<file path="src/rtl/ccd_timing_generator_if.sv">
// rtl/ccd_timing_generator_if.sv - control and waveform signal bundle for the CCD timing generator
//
// Purpose: groups the run controls and every generated waveform/status signal.
// Ports (seen from the timing generator, modport slave):
//   i_enable, i_start          in   run permit, frame start request
//   contador[31:0]             out  cycle position within the current line
//   o_phi_l2, o_phi_p          out  vertical transfer and summing clocks
//   o_phi_h1, o_phi_h2         out  horizontal register clocks
//   o_reset_gate               out  output-node reset gate
//   o_row_index[15:0]          out  current line index
//   o_busy, o_row_done,
//   o_frame_done               out  readout active, line-end pulse, frame-end pulse
// The master modport is the controlling side (sequencer or bench).
interface ccd_timing_generator_if;
    logic        i_enable;
    logic        i_start;
    logic [31:0] contador;
    logic        o_phi_l2;
    logic        o_phi_p;
    logic        o_phi_h1;
    logic        o_phi_h2;
    logic        o_reset_gate;
    logic [15:0] o_row_index;
    logic        o_busy;
    logic        o_row_done;
    logic        o_frame_done;

    modport master (
        output i_enable, i_start,
        input  contador, o_phi_l2, o_phi_p, o_phi_h1, o_phi_h2, o_reset_gate,
        input  o_row_index, o_busy, o_row_done, o_frame_done
    );

    modport slave (
        input  i_enable, i_start,
        output contador, o_phi_l2, o_phi_p, o_phi_h1, o_phi_h2, o_reset_gate,
        output o_row_index, o_busy, o_row_done, o_frame_done
    );
endinterface

</file>
<file path="src/rtl/ccd_timing_generator.sv">
// rtl/ccd_timing_generator.sv - CCD line/frame readout clock generator
//
// Purpose: on a start request, sweeps contador through each line of L = 2053*C
// cycles for ROWS lines, producing vertical, summing, horizontal and reset-gate
// clocks from the position within the line.
// Ports:
//   i_clock     in   system clock, rising edge
//   i_reset_n   in   asynchronous active-low reset
//   bus         slave modport of ccd_timing_generator_if (controls and outputs)
module ccd_timing_generator #(
    parameter int CICLOS_FORMAS_DE_ONDA = 8,
    parameter int ROWS                  = 512
) (
    input  logic                     i_clock,
    input  logic                     i_reset_n,
    ccd_timing_generator_if.slave    bus
);
    localparam logic [31:0] C        = 32'(CICLOS_FORMAS_DE_ONDA);
    localparam logic [31:0] LAST_CNT = 32'(2053 * CICLOS_FORMAS_DE_ONDA - 1);
    localparam logic [15:0] LAST_ROW = 16'(ROWS - 1);

    typedef enum logic {IDLE, RUN} state_t;

    state_t      state, state_n;
    logic [31:0] cnt_n;
    logic [15:0] row_n;
    // Phase within the current waveform unit, i.e. contador mod C. The pixel
    // window starts at 5C, a multiple of C, so this equals the pixel phase
    // there without needing a divider.
    logic [31:0] phase, phase_n;
    logic        run_n, pix_n;
    logic        phi_l2_n, phi_p_n, phi_h1_n, phi_h2_n, rg_n;
    logic        row_done_n, frame_done_n;

    always_ff @(posedge i_clock or negedge i_reset_n) begin
        if (!i_reset_n) state <= IDLE;
        else            state <= state_n;
    end

    // Every output is derived from the next-cycle position so the registered
    // waveforms line up with the contador value shown in the same cycle.
    always_comb begin
        state_n = state;
        cnt_n   = '0;
        row_n   = '0;
        phase_n = '0;
        case (state)
            IDLE: begin
                if (bus.i_enable && bus.i_start) state_n = RUN;
            end
            RUN: begin
                if (!bus.i_enable) begin
                    state_n = IDLE;
                end else if (bus.contador == LAST_CNT) begin
                    if (bus.o_row_index == LAST_ROW) state_n = IDLE;
                    else                             row_n   = bus.o_row_index + 16'd1;
                end else begin
                    cnt_n   = bus.contador + 32'd1;
                    row_n   = bus.o_row_index;
                    phase_n = (phase == C - 32'd1) ? 32'd0 : phase + 32'd1;
                end
            end
            default: state_n = IDLE;
        endcase

        run_n        = (state_n == RUN);
        pix_n        = run_n && (cnt_n >= 5 * C);
        phi_l2_n     = run_n && (cnt_n >= C)     && (cnt_n < 3 * C);
        phi_p_n      = run_n && (cnt_n >= 2 * C) && (cnt_n < 4 * C);
        phi_h1_n     = pix_n ? (phase_n < C / 2) : 1'b1;
        phi_h2_n     = pix_n && (phase_n >= C / 2);
        rg_n         = pix_n && (phase_n < C / 4);
        row_done_n   = run_n && (cnt_n == LAST_CNT);
        frame_done_n = row_done_n && (row_n == LAST_ROW);
    end

    always_ff @(posedge i_clock or negedge i_reset_n) begin
        if (!i_reset_n) begin
            phase            <= '0;
            bus.contador     <= '0;
            bus.o_row_index  <= '0;
            bus.o_busy       <= 1'b0;
            bus.o_row_done   <= 1'b0;
            bus.o_frame_done <= 1'b0;
            bus.o_phi_l2     <= 1'b0;
            bus.o_phi_p      <= 1'b0;
            bus.o_phi_h1     <= 1'b1;
            bus.o_phi_h2     <= 1'b0;
            bus.o_reset_gate <= 1'b0;
        end else begin
            phase            <= phase_n;
            bus.contador     <= cnt_n;
            bus.o_row_index  <= row_n;
            bus.o_busy       <= run_n;
            bus.o_row_done   <= row_done_n;
            bus.o_frame_done <= frame_done_n;
            bus.o_phi_l2     <= phi_l2_n;
            bus.o_phi_p      <= phi_p_n;
            bus.o_phi_h1     <= phi_h1_n;
            bus.o_phi_h2     <= phi_h2_n;
            bus.o_reset_gate <= rg_n;
        end
    end
endmodule

</file>
<file path="src/flat_wrapper.sv">
// flat-port wrapper written by rule: the top's interface ports become plain ports
module ccd_timing_generator_flat 
#(
    parameter int CICLOS_FORMAS_DE_ONDA = 8,
    parameter int ROWS                  = 512
)
  (i_clock, i_reset_n, bus_i_enable, bus_i_start, bus_contador, bus_o_phi_l2, bus_o_phi_p, bus_o_phi_h1, bus_o_phi_h2, bus_o_reset_gate, bus_o_row_index, bus_o_busy, bus_o_row_done, bus_o_frame_done);
  ccd_timing_generator_if bus_i ();
  input  logic i_clock;
  input  logic i_reset_n;
  input wire logic [$bits(bus_i.i_enable)-1:0] bus_i_enable;
  input wire logic [$bits(bus_i.i_start)-1:0] bus_i_start;
  output wire logic [$bits(bus_i.contador)-1:0] bus_contador;
  output wire logic [$bits(bus_i.o_phi_l2)-1:0] bus_o_phi_l2;
  output wire logic [$bits(bus_i.o_phi_p)-1:0] bus_o_phi_p;
  output wire logic [$bits(bus_i.o_phi_h1)-1:0] bus_o_phi_h1;
  output wire logic [$bits(bus_i.o_phi_h2)-1:0] bus_o_phi_h2;
  output wire logic [$bits(bus_i.o_reset_gate)-1:0] bus_o_reset_gate;
  output wire logic [$bits(bus_i.o_row_index)-1:0] bus_o_row_index;
  output wire logic [$bits(bus_i.o_busy)-1:0] bus_o_busy;
  output wire logic [$bits(bus_i.o_row_done)-1:0] bus_o_row_done;
  output wire logic [$bits(bus_i.o_frame_done)-1:0] bus_o_frame_done;
  assign bus_i.i_enable = bus_i_enable;
  assign bus_i.i_start = bus_i_start;
  assign bus_contador = bus_i.contador;
  assign bus_o_phi_l2 = bus_i.o_phi_l2;
  assign bus_o_phi_p = bus_i.o_phi_p;
  assign bus_o_phi_h1 = bus_i.o_phi_h1;
  assign bus_o_phi_h2 = bus_i.o_phi_h2;
  assign bus_o_reset_gate = bus_i.o_reset_gate;
  assign bus_o_row_index = bus_i.o_row_index;
  assign bus_o_busy = bus_i.o_busy;
  assign bus_o_row_done = bus_i.o_row_done;
  assign bus_o_frame_done = bus_i.o_frame_done;
  ccd_timing_generator #(.CICLOS_FORMAS_DE_ONDA(CICLOS_FORMAS_DE_ONDA), .ROWS(ROWS)) u_core (.i_clock(i_clock), .i_reset_n(i_reset_n), .bus(bus_i));
endmodule
</file>
<file path="config.mk">
export PLATFORM = sky130hd
export DESIGN_NAME = ccd_timing_generator_flat
export DESIGN_NICKNAME = d
export VERILOG_FILES = /design/src/rtl/ccd_timing_generator_if.sv /design/src/rtl/ccd_timing_generator.sv /design/src/flat_wrapper.sv
export SDC_FILE = /design/constraint.sdc
export NUM_CORES = 1
export LEC_CHECK = 0
export ABC_AREA = 1
export CORE_ASPECT_RATIO = 1.1
export CORE_MARGIN = 2
export CORE_UTILIZATION = 50
export CTS_CLUSTER_DIAMETER = 200
export DETAILED_ROUTE_END_ITERATION = 16
export GPL_TIMING_DRIVEN = 0
export PLACE_DENSITY = 0.71
export SLEW_MARGIN = 20
export SYNTH_ARGS = -nofsm -noshare
export SYNTH_HDL_FRONTEND = slang
export SYNTH_SLANG_ARGS = --single-unit
</file>
<file path="constraint.sdc">
create_clock -name i_clock -period 4 [get_ports i_clock]
set_input_delay 1.2 -clock i_clock [delete_from_list [all_inputs] [get_ports i_clock]]
set_output_delay 1.2 -clock i_clock [all_outputs]
set_load 0.1 [all_outputs]
</file>
---- After elaboration in Yosys (flattened, before gate mapping) ----
Index checks and enable logic that the tools add are counted.
storage, ports and cells
  latch bits .............................. 0
  bits in registers ....................... 88
  word-level logic and storage cells ...... 55
  memories kept ........................... 0
  RAM bits ................................ 0
  bits in read-only memories .............. 0
  output and inout port bits .............. 56
  bits of input ports ..................... 4
cells by class
  shifts and indexed selects .............. 0
  div/mod/pow operators ................... 0
  reduce and logical (&&, ||, !) cells .... 10
  equal/unequal tests ..................... 5
  $mul .................................... 0
  bitwise logic cells ..................... 1
  add/subtract/negate cells ............... 3
  muxes and demuxes ....................... 17
  magnitude comparators ................... 8
operator list
  cell                     count
  $mux W32                 7
  $add A32 B1 Y32 const B  2
  $eq A32 B15 Y1 const B   2
  $mux W16                 4
  $eq A16 B9 Y1 const B    2
  $eq A32 B3 Y1 const B    1
  $ge A32 B3 Y1 const B    1
  $ge A32 B4 Y1 const B    1
  $ge A32 B5 Y1 const B    1
  $ge A32 B6 Y1 const B    1
  $lt A32 B2 Y1 const B    1
  $lt A32 B3 Y1 const B    1
  $lt A32 B5 Y1 const B    1
  $lt A32 B6 Y1 const B    1
  $add A16 B1 Y16 const B  1
  $logic_and A1 B1 Y1      10
  $mux W1                  5
  $pmux W1 S2              1
  $not A1 Y1               1

---- Longest topological paths before layout ----
Gate-level depths: netlist (run 1).
  word-level depth ........................ 7
  depth in mapped cells ................... 18
  depth with buffers taken out ............ 16

---- Worst setup path after synthesis (run 1) ----
Ideal clock, no wire load.
  path kind ............................... flip-flop to flip-flop
  start point ............................. register u_core.bus.contador[0]
  end point ............................... register u_core.bus.o_phi_h2
  library setup time ...................... 0.116 ns
  data required time ...................... 3.884 ns
  slack ................................... 1.235 ns
  buffers on the path ..................... 1
  cell stages (with the launch flop) ...... 18
  clock period less this slack ............ 2.765 ns
  data arrival time ....................... 2.649 ns
  cell sequence ........................... dfrtp_1 ha_1 nand2_2 inv_2 nand2_1 nor2_1 nand2_1 nor2_2 nor2_1 buf_6 nand3_1 nand2_1 nor2_2 nand2_1 nor2_4 nand2_1 inv_2 nor2_1
on the way
  longest elaborated chain between the ends .. 7
  elaborated cells on any way between the ends .. 15
  those cells by class .................... 1 x add/sub; 2 x order compare; 1 x eq/ne; 9 x mux; 2 x reduce/logical
ends and longest elaborated chain
  element                                            RTL line                                                source
  start, declared                                    ccd_timing_generator_if.sv:36                           output contador, o_phi_l2, o_phi_p, o_phi_h1, o_phi_h2, o_reset_gate,
  start signal, assigned                             ccd_timing_generator.sv:92                              bus.contador <= cnt_n;
  $add A32 B1 Y32 or $eq A32 B15 Y1 (tied branches)  ccd_timing_generator.sv:58, ccd_timing_generator.sv:54
  $mux W32                                           ccd_timing_generator.sv:54                              end else if (bus.contador == LAST_CNT) begin
  $mux W32                                           ccd_timing_generator.sv:52                              if (!bus.i_enable) begin
  $mux W32                                           ccd_timing_generator.sv:47                              case (state)
  $ge A32 B6 Y1                                      ccd_timing_generator.sv:67                              pix_n = run_n && (cnt_n >= 5 * C);
  $logic_and A1 B1 Y1                                ccd_timing_generator.sv:67
  $logic_and A1 B1 Y1 (*)                            ccd_timing_generator.sv:71                              phi_h2_n = pix_n && (phase_n >= C / 2);
  named net u_core.phi_h2_n                          ccd_timing_generator.sv:32                              logic phi_l2_n, phi_p_n, phi_h1_n, phi_h2_n, rg_n;
  end signal, assigned                               ccd_timing_generator.sv:100                             bus.o_phi_h2 <= phi_h2_n;
  end, declared                                      ccd_timing_generator_if.sv:36
Mark *: on every way through the listed nets, which the timed path passes. The rest lies on a longest branch.

---- Final worst setup path (run 1) ----
  start point ............................. register u_core.bus.contador[7]
  end point ............................... output port bus_contador[7]
RTL lines
  element        RTL line            source
  end, declared  flat_wrapper.sv:13  output wire logic [$bits(bus_i.contador)-1:0] bus_contador;
No word-level cell between the ends.

==> results of run 1 <==
routing by layer:
layer  global-route usage (%)  up-vias  part of all wire [%]
met5                        0        -                     0
met4                     9.97        0                   2.2
met3                     3.53       25                   4.5
met2                     41.2      145                    47
met1                     36.1     2725                    46
li1                         -     3103                     -
synth_stat cells (all sizes together) (5+ instances only):
library cell	n	area, µm²
o21ai	20	100
xor2	24	210
xnor2	5	43.8
nand4	24	150
inv	169	634
nor2	229	930
nand3	90	450
buf	11	86.3
nand2	256	996
dfrtp	87	2180
a21oi	12	63.8
nor3	14	80.1
report_power, final:
part	total [µW]	internal, µW	leakage, µW	switching, µW
clock	872	517	0.000150	355
combinational	89.9	21.5	0.00238	68.4
sequential	897	893	0.00122	4.38
stage by stage:
| stage | setup TNS (ns) | std cells | utilization (%) | hold WS (ns) | worst slack (ns) |
|---|---|---|---|---|---|
| floorplan | 0 | 962 | - | 0.455 | 1.24 |
| global placement | -140.37 | 1175 | 57.5 | 0.479 | -1.62 |
| detailed placement | 0 | 1176 | 57.7 | 0.490 | 0.674 |
| CTS | 0 | 1192 | 60.2 | 0.500 | 0.703 |
| global route | 0 | 1192 | 60.2 | 0.541 | 0.680 |
| finish | 0 | 1192 | 60.2 | 0.492 | 0.706 |
kinds of logic after synthesis:
| kind of cell | Yosys count |
|---|---|
| xor+xnor | 29 |
| flops | 88 |
| buf+inv | 182 |
| simple gates | 619 |
| compound gates | 41 |
| fa+ha+maj | 3 |
layout make-up:
type	count	share of cell area, %
timing repair buffer	60	8.58
sequential	88	30.5
multi-input combinational	692	44.0
tap	154	2.67
clock buffer	13	3.61
inverter	171	8.89
buffer	11	1.20
clock inverter	3	0.555
worst reg2reg max path, stage by stage, from the launching register on:
cell                      delay, ns
sky130_fd_sc_hd__dfrtp_1       0.39
sky130_fd_sc_hd__ha_1          0.24
sky130_fd_sc_hd__nand2_2       0.12
sky130_fd_sc_hd__inv_2         0.11
sky130_fd_sc_hd__nand2_1       0.06
sky130_fd_sc_hd__nor2_1        0.10
sky130_fd_sc_hd__nand2_1       0.08
sky130_fd_sc_hd__nor2_2        0.20
sky130_fd_sc_hd__nor2_1        0.11
sky130_fd_sc_hd__buf_6         0.17
sky130_fd_sc_hd__nand3_1       0.12
sky130_fd_sc_hd__nand2_1       0.07
sky130_fd_sc_hd__nor2_1        0.19
sky130_fd_sc_hd__nand2_1       0.13
sky130_fd_sc_hd__nor2_4        0.15
sky130_fd_sc_hd__nand2_1       0.14
sky130_fd_sc_hd__inv_2         0.08
sky130_fd_sc_hd__nor2_1        0.04
how the worst max path moves through the flow:
stage | start | to | cells after the start
finish | u_core.bus.contador[7]$_DFF_PN0_ | bus_contador[7] | 1
global route | u_core.bus.contador[7]$_DFF_PN0_ | bus_contador[7] | 1
CTS | u_core.bus.contador[7]$_DFF_PN0_ | bus_contador[7] | 1
detailed placement | bus_i_enable | u_core.bus.o_reset_gate$_DFF_PN0_ | 12
global placement | i_reset_n | u_core.phase[1]$_DFF_PN0_ | 1
floorplan | u_core.bus.contador[0]$_DFF_PN0_ | u_core.bus.o_phi_h2$_DFF_PN0_ | 17
sequential cells by signal (all words and copies together) (netlist names):
signal and cells:
u_core.bus.o_phi_p 1, u_core.phase 32, u_core.bus.o_row_done 1, u_core.bus.o_row_index 16, u_core.bus.contador 32, u_core.bus.o_phi_h2 1, u_core.bus.o_phi_h1 1, u_core.bus.o_frame_done 1
u_core.bus.o_reset_gate 1, u_core.state 1, u_core.bus.o_phi_l2 1
placed cells by master (no fill, tap or decap), types with 16 or more instances in the layout:
cell | synthesis | routed
sky130_fd_sc_hd__inv_1 | 163 | 163
sky130_fd_sc_hd__xor2_1 | 24 | 24
sky130_fd_sc_hd__nor2_2 | 16 | 16
sky130_fd_sc_hd__clkdlybuf4s50_1 | 0 | 58
sky130_fd_sc_hd__nand4_1 | 24 | 24
sky130_fd_sc_hd__dfrtp_1 | 87 | 87
sky130_fd_sc_hd__nand2_1 | 244 | 244
sky130_fd_sc_hd__nand3_1 | 90 | 90
sky130_fd_sc_hd__o21ai_0 | 19 | 19
sky130_fd_sc_hd__nor2_1 | 209 | 209
==> PnR_summary.wiki, run 1 <==
{| class="wikitable"
! Metric !! Value
|-
| Outcome || complete, no violations
|-
| Maximum number of pins on one net before global-route repair || 50
|-
| # clock sinks || just under 90
|-
| Initial antenna violation count || 0
|-
| Mux contribution to synthesized area || 0%
|-
| Layout cells sized above 1 || 6.65%
|-
| Kind of capture point of the worst setup path || output pin
|-
| Required time at the worst-slack endpoint || 2.80 ns
|-
| Pre-Repair DR Iteration Count || 5
|-
| H-Tree Depth || 3
|-
| Clock tree from TritonCTS || built
|-
| Overall die area || 0.0131 mm²
|-
| Maximum operating frequency || 0.304 GHz
|-
| Floorplan die width || 109 µm
|-
| Number of standard-cell rows in the floorplan || 42
|-
| Simple-Gate Fraction of Synth Area || between 40 and 50%
|-
| Routability Congestion || 0.942
|-
| Min Tclk post-route || 3.29 ns
|-
| Area taken by multi-input logic gates || between 0.003 and 0.004 mm²
|-
| Count of buffers added by post-CTS timing repair for setup || 0
|-
| Post-synthesis cell area || 0.00611 mm²
|-
| Average routed wire per standard cell || roughly 14 µm
|-
| Area of the core || 0.0120 mm²
|-
| Clock skew || 0.00716 ns
|-
| Min-Delay Path Depth || 1
|-
| Startpoint of the lowest-slack register-to-register path || u_core.bus.contador[0]$_DFF_PN0_
|-
| Final std cell area, no fill || 0.00722 mm²
|-
| R2R cell count || 17
|-
| Antenna Diode Count || 0
|-
| Buffer and inverter count on the worst path || 1
|-
| Endpoint, Worst Hold || u_core.phase[0]$_DFF_PN0_
|-
| Grt total ovfl || 0
|-
| # setup viols final || 0
|-
| Clock Latency Late Sink || roughly 0.35 ns
|-
| Cells after Synth || around 960
|-
| Signal arrival time at the worst endpoint || between 2 and 2.5 ns
|-
| RSZ-0062 raised after global routing || false
|-
| Number of nets produced by synthesis || 969
|-
| Overall die height || 120 µm
|-
| PwrDens || 258 mW/mm²
|-
| Overall power || about 1900 µW
|-
| Number of remaining DRC errors || 0
|-
| Number of hold violations in the final report || 0
|-
| Worst path slowest cell || sky130_fd_sc_hd__clkdlybuf4s50_1
|-
| Fraction of the yosys area taken by sequential cells || a little over a third
|-
| CP max FO || 7
|-
| Longest Clk Path Bufs || 2
|-
| Crit-path max cell delay || 1.21 ns
|-
| Count of hold buffers inserted by post-cts repair || 0
|-
| Family with the most delay on the worst path || buffers and inverters
|-
| Area delta synth->final || 18.2%
|-
| Filler Cells Inserted || around 1.2k
|-
| Clock root cell || sky130_fd_sc_hd__clkbuf_16
|-
| Compound-cell area share of the yosys netlist || just under 4%
|-
| Via count of the first global-routing pass || between 5k and 6k
|-
| Count of buffers from port buffering || 59
|-
| Dominant register cell in the synthesized netlist || sky130_fd_sc_hd__dfrtp_1
|-
| Static Leakage || 0.00375 µW
|-
| Initial cell density of the core || around 51%
|-
| Main combinational cell family by area after synthesis || simple AND/OR/NAND/NOR gates
|-
| Number of enable-type register cells in the synthesized netlist || 0
|-
| Post-Synth Adder-Cell Area || 0.615%
|-
| Post-route antenna net violation count || 0
|-
| Ports || 60
|-
| Clk pin slew, worst setup/hold paths || 0.06 ns
|-
| Proportion of register bits with asynchronous set or reset after synthesis || 100%
|-
| Flip-flop and latch area || 0.00220 mm²
|-
| DP Area || 0.00692 mm²
|-
| Final wirelength || 16100 µm
|-
| Total number of yosys warnings || 0
|-
| Total clock buffers created by CTS || 9
|-
| Sequence of cells on the critical path || clkdlybuf4s50_1
|-
| Placed wire-length estimate after detailed placement || ~12000 µm
|-
| Highest ir drop seen on vdd || 0.226 mV
|-
| Critical path startpoint category || flop
|-
| Fraction of synthesized cell area in xor and xnor cells || 4.16%
|-
| Flop and latch count out of synthesis || 88
|-
| MaxCap Viol Count || 0
|-
| Total count of max-transition violations in the final report || 0
|-
| Worst hold start || u_core.phase[0]$_DFF_PN0_
|-
| Class of the tightest hold or removal check || reg2reg
|-
| Critical path class || reg2out
|-
| Vias per cell || 5.03
|-
| Number of vias in the routed layout || 5998
|-
| Count of cell types in the netlist || 31
|-
| Worst reg2reg path endpoint || u_core.bus.o_phi_h2$_DFF_PN0_
|-
| Reg-to-reg setup timing slack || 1.39 ns
|-
| GRT Resource Usage Total || between 20% and 30%
|-
| Wire length of the first global-routing pass || roughly 26000 µm
|-
| Resized cells post-CTS || 0
|-
| Period Utilization, post-route || just over 80%
|-
| Post-layout nets || 1040
|-
| Actual slew at the worst max-slew pin || between 0.9 and 1 ns
|-
| Drt first-iter violations || between 300 and 400
|-
| Worst relative slew slack || 34.9%
|-
| Synth Area per Inst || 6.35 µm²
|}
Note: power is estimated with default switching activity, not from simulation.
==> run 2, diff against run 1 <==
==> constraint.sdc (replaced) <==
create_clock -name i_clock -period 3.5 [get_ports i_clock]
set_input_delay 1.05 -clock i_clock [delete_from_list [all_inputs] [get_ports i_clock]]
set_output_delay 1.05 -clock i_clock [all_outputs]
set_load 0.1 [all_outputs]
==> results of run 2 <==
The final DEF is identical to that of run 1. Status: complete, no violations.
Main changes from that run: setup slack after placement 0.674 ns -> 0.324 ns; setup slack after layout 0.706 ns -> 0.356 ns; register-to-register setup slack 1.39 ns -> 0.89 ns; total power 1860 µW -> 2120 µW; worst IR drop on VDD 0.226 mV -> 0.258 mV
==> run 3, diff against run 2 <==
--- a/config.mk
+++ b/config.mk
@@ -5,14 +5,13 @@
 export SDC_FILE = /design/constraint.sdc
 export NUM_CORES = 1
 export LEC_CHECK = 0
-export ABC_AREA = 1
 export CORE_ASPECT_RATIO = 1.1
 export CORE_MARGIN = 2
 export CORE_UTILIZATION = 50
 export CTS_CLUSTER_DIAMETER = 200
 export DETAILED_ROUTE_END_ITERATION = 16
 export GPL_TIMING_DRIVEN = 0
-export PLACE_DENSITY = 0.71
+export PLACE_DENSITY = 0.72
 export SLEW_MARGIN = 20
 export SYNTH_ARGS = -nofsm -noshare
 export SYNTH_HDL_FRONTEND = slang
==> PnR_summary.wiki, run 3 <==
{| class="wikitable"
! Metric !! Value
|-
| Outcome || complete, no violations
|-
| Post-placement cell count || 796 (-32%)
|-
| Final worst hold slack || 0.517 ns (+0.0252 ns)
|-
| Count of buffers from port buffering || 59 (unchanged)
|-
| H-Tree Depth || 3 (unchanged)
|-
| Flop and latch count out of synthesis || 88 (unchanged)
|-
| Longest Clk Path Bufs || 2 (unchanged)
|-
| Number of hold violations in the final report || 0 (unchanged)
|-
| Count of hold buffers inserted by post-cts repair || 0 (unchanged)
|-
| Via count of the first global-routing pass || 4446 (-20%)
|-
| Vias per cell || 5.79 (+15%)
|-
| Highest ir drop seen on vdd || 0.261 mV
|-
| Number of vias in the routed layout || 4705 (-22%)
|-
| Number of remaining DRC errors || 0 (unchanged)
|-
| Clock skew || 0.00859 ns (+0.00144 ns)
|-
| Ports || 60 (unchanged)
|-
| Clock Latency Late Sink || 0.34 ns (about the same)
|-
| Maximum number of pins on one net before global-route repair || 49 (-2.0%)
|-
| Overall die height || 112 µm (-6.8%)
|-
| Critical path class || reg2reg
|-
| Resized cells post-CTS || 0 (unchanged)
|-
| CP max FO || 6 (-1)
|-
| Average routed wire per standard cell || 16.3 µm (+20%)
|-
| Final wirelength || 13200 µm (-18%)
|-
| Dominant register cell in the synthesized netlist || sky130_fd_sc_hd__dfrtp_1
|-
| Signal arrival time at the worst endpoint || 3.46 ns (+1.37 ns)
|-
| Area delta synth->final || 21.1%
|-
| Antenna Diode Count || 0 (unchanged)
|-
| Commonest non-fill, non-tap cell in the layout || sky130_fd_sc_hd__nor2_1
|-
| Period Utilization, post-route || between 90 and 100%
|-
| Class of the tightest hold or removal check || reg2reg
|-
| Total number of yosys warnings || 0 (unchanged)
|-
| # clock sinks || 88 (unchanged)
|-
| Kind of capture point of the worst setup path || flop
|-
| Number of nets produced by synthesis || 600 (-38%)
|-
| Routability Congestion || 0.927 (-1.6%)
|-
| Count of buffers added by post-CTS timing repair for setup || 0 (unchanged)
|-
| # setup viols final || 0 (unchanged)
|-
| Grt total ovfl || 0 (unchanged)
|-
| Post-route antenna net violation count || 0 (unchanged)
|-
| MaxCap Viol Count || 0 (unchanged)
|-
| Maximum operating frequency || ~0.31 GHz
|-
| Top cells by area in the synthesized netlist || sky130_fd_sc_hd__dfrtp_1 41%, sky130_fd_sc_hd__nor2_1 7.1%, sky130_fd_sc_hd__xnor2_1 7.0%
|-
| Drt first-iter violations || 292 (-24%)
|-
| R2R cell count || 9 (-8)
|-
| Post-layout nets || 671 (-35%)
|-
| Total clock buffers created by CTS || 9 (unchanged)
|-
| PwrDens || approximately 340 mW/mm²
|-
| Min-Delay Path Depth || 1 (unchanged)
|-
| Total count of max-transition violations in the final report || 0 (unchanged)
|-
| Proportion of register bits with asynchronous set or reset after synthesis || 100% (unchanged)
|-
| Required time at the worst-slack endpoint || 3.71 ns
|-
| Clk pin slew, worst setup/hold paths || 0.07 ns (about the same)
|-
| GRT Resource Usage Total || 24.3% (-1.7 points)
|-
| Critical path startpoint category || flop
|-
| Fraction of the yosys area taken by sequential cells || 41.7% (+5.6 points)
|-
| Wire length of the first global-routing pass || 22100 µm (-16%)
|-
| Top Registers || u_core.bus.contador x32, u_core.phase x32, u_core.bus.o_row_index x16
|-
| Commonest cells in the synthesized netlist || 100 x sky130_fd_sc_hd__nor2_1, 87 x sky130_fd_sc_hd__dfrtp_1, 43 x sky130_fd_sc_hd__nand2_1
|-
| Min Tclk post-route || approximately 3.2 ns
|-
| Area share of the largest cell type after synthesis || 41.2% (+5.6 points)
|-
| Leading cell types in the layout, fill and taps excluded || 100 x sky130_fd_sc_hd__nor2_1, 87 x sky130_fd_sc_hd__dfrtp_1, 58 x sky130_fd_sc_hd__clkdlybuf4s50_1
|-
| Number of standard-cell rows in the floorplan || 39 (-7.1%)
|-
| Actual slew at the worst max-slew pin || 1.02 ns (+0.0444 ns)
|-
| Area leader, netlist || sky130_fd_sc_hd__dfrtp_1
|-
| Overall die area || 0.0114 mm² (-13%)
|-
| Count of cell types in the netlist || 64 (+110%)
|-
| Floorplan die width || 102 µm (-6.8%)
|-
| Layout cells sized above 1 || 8.07% (+1.4 points)
|-
| Number of enable-type register cells in the synthesized netlist || 0 (unchanged)
|-
| Post-synthesis cell area || 0.00528 mm² (-14%)
|-
| Most repeated cell in the gate-level netlist after synthesis || sky130_fd_sc_hd__nor2_1
|-
| Initial antenna violation count || 0 (unchanged)
|-
| Final standard cell count with taps included and fillers excluded || 812 (-32%)
|-
| Worst relative slew slack || 31.9% (-3.0 points)
|-
| Clock root cell || sky130_fd_sc_hd__clkbuf_16
|-
| Pre-Repair DR Iteration Count || 5 (unchanged)
|-
| Area of the core || 0.0103 mm² (-14%)
|-
| RSZ-0062 raised after global routing || false
|-
| Synth Area per Inst || 8.90 µm² (+40%)
|-
| Static Leakage || 0.00245 µW (-35%)
|-
| Initial cell density of the core || 51.0% (+0.079 points)
|-
| Filler Cells Inserted || 924 (-21%)
|-
| Cells after Synth || 593 (-38%)
|-
| Placed wire-length estimate after detailed placement || 9630 µm (-22%)
|-
| Clock tree from TritonCTS || built
|}
run 3: cell type report:
type	instances	area, µm²	share of cell area, %
tap	143	179	2.80
multi-input combinational	458	2880	45.1
clock inverter	6	82.6	1.29
sequential	88	2200	34.4
buffer	37	158	2.46
clock buffer	10	239	3.74
timing repair buffer	60	616	9.62
inverter	10	37.5	0.587
run 3: path summary, 6_finish.rpt:
kind / from / end / slack, ns
min: u_core.state$_DFF_PN0_ / u_core.state$_DFF_PN0_ / 0.52
max in group asynchronous: i_reset_n / u_core.bus.o_phi_h1$_DFF_PN1_ / 2.13
min reg2reg: u_core.state$_DFF_PN0_ / u_core.state$_DFF_PN0_ / 0.52
max: u_core.phase[0]$_DFF_PN0_ / u_core.bus.o_phi_h2$_DFF_PN0_ / 0.25
min in group asynchronous: i_reset_n / u_core.bus.contador[21]$_DFF_PN0_ / 0.69
max reg2reg: u_core.phase[0]$_DFF_PN0_ / u_core.bus.o_phi_h2$_DFF_PN0_ / 0.25
run 3: cells by family after synthesis:
kind of cell / count (synthesis) / share of synthesized area, %
compound gates: 49 / 6.99
xor+xnor: 80 / 13.3
fa+ha+maj: 3 / 0.711
buf+inv: 47 / 3.70
flops: 88 / 41.7
mux: 4 / 0.758
simple gates: 322 / 32.8
run 3: layer usage:
metal | up-vias | part of all wire, % | track usage, %
met4 | 0 | 2.0 | 7.91
met5 | - | 0 | 0
met3 | 24 | 6.0 | 3.45
li1 | 2246 | - | -
met2 | 179 | 49 | 39.0
met1 | 2256 | 43 | 33.9
run 3: worst max-delay path: stages (launching register included):
cell and delay, ns:
sky130_fd_sc_hd__dfrtp_1 0.41, sky130_fd_sc_hd__ha_1 0.33, sky130_fd_sc_hd__nand4_1 0.29, sky130_fd_sc_hd__nor4_2 0.63, sky130_fd_sc_hd__xnor2_1 0.21, sky130_fd_sc_hd__or4b_2 0.60
sky130_fd_sc_hd__a21oi_1 0.17, sky130_fd_sc_hd__nand4_1 0.14, sky130_fd_sc_hd__nor2b_1 0.18, sky130_fd_sc_hd__a21boi_1 0.16
run 3: stage by stage:
step,total power [µW],setup slack (ns),area [µm²],util (%),TNS (ns)
final,2150,0.254,6400,61.8,0
after global routing,2220,0.0298,6400,61.8,0
after CTS,2170,0.262,6400,61.8,0
after detailed placement,1140,0.111,6070,58.7,0
after global placement,1130,-1.82,6050,58.5,-158.82
after floorplan,1090,0.0976,5280,-,0
run 3: report_power, final:
group | internal, µW | switching (µW) | leakage, µW | total, µW
Combinational | 17.9 | 71.6 | 0.00107 | 89.6
Sequential | 1020 | 4.28 | 0.00122 | 1020
Clock | 641 | 398 | 0.000158 | 1040
Total | 1680 | 474 | 0.00245 | 2150
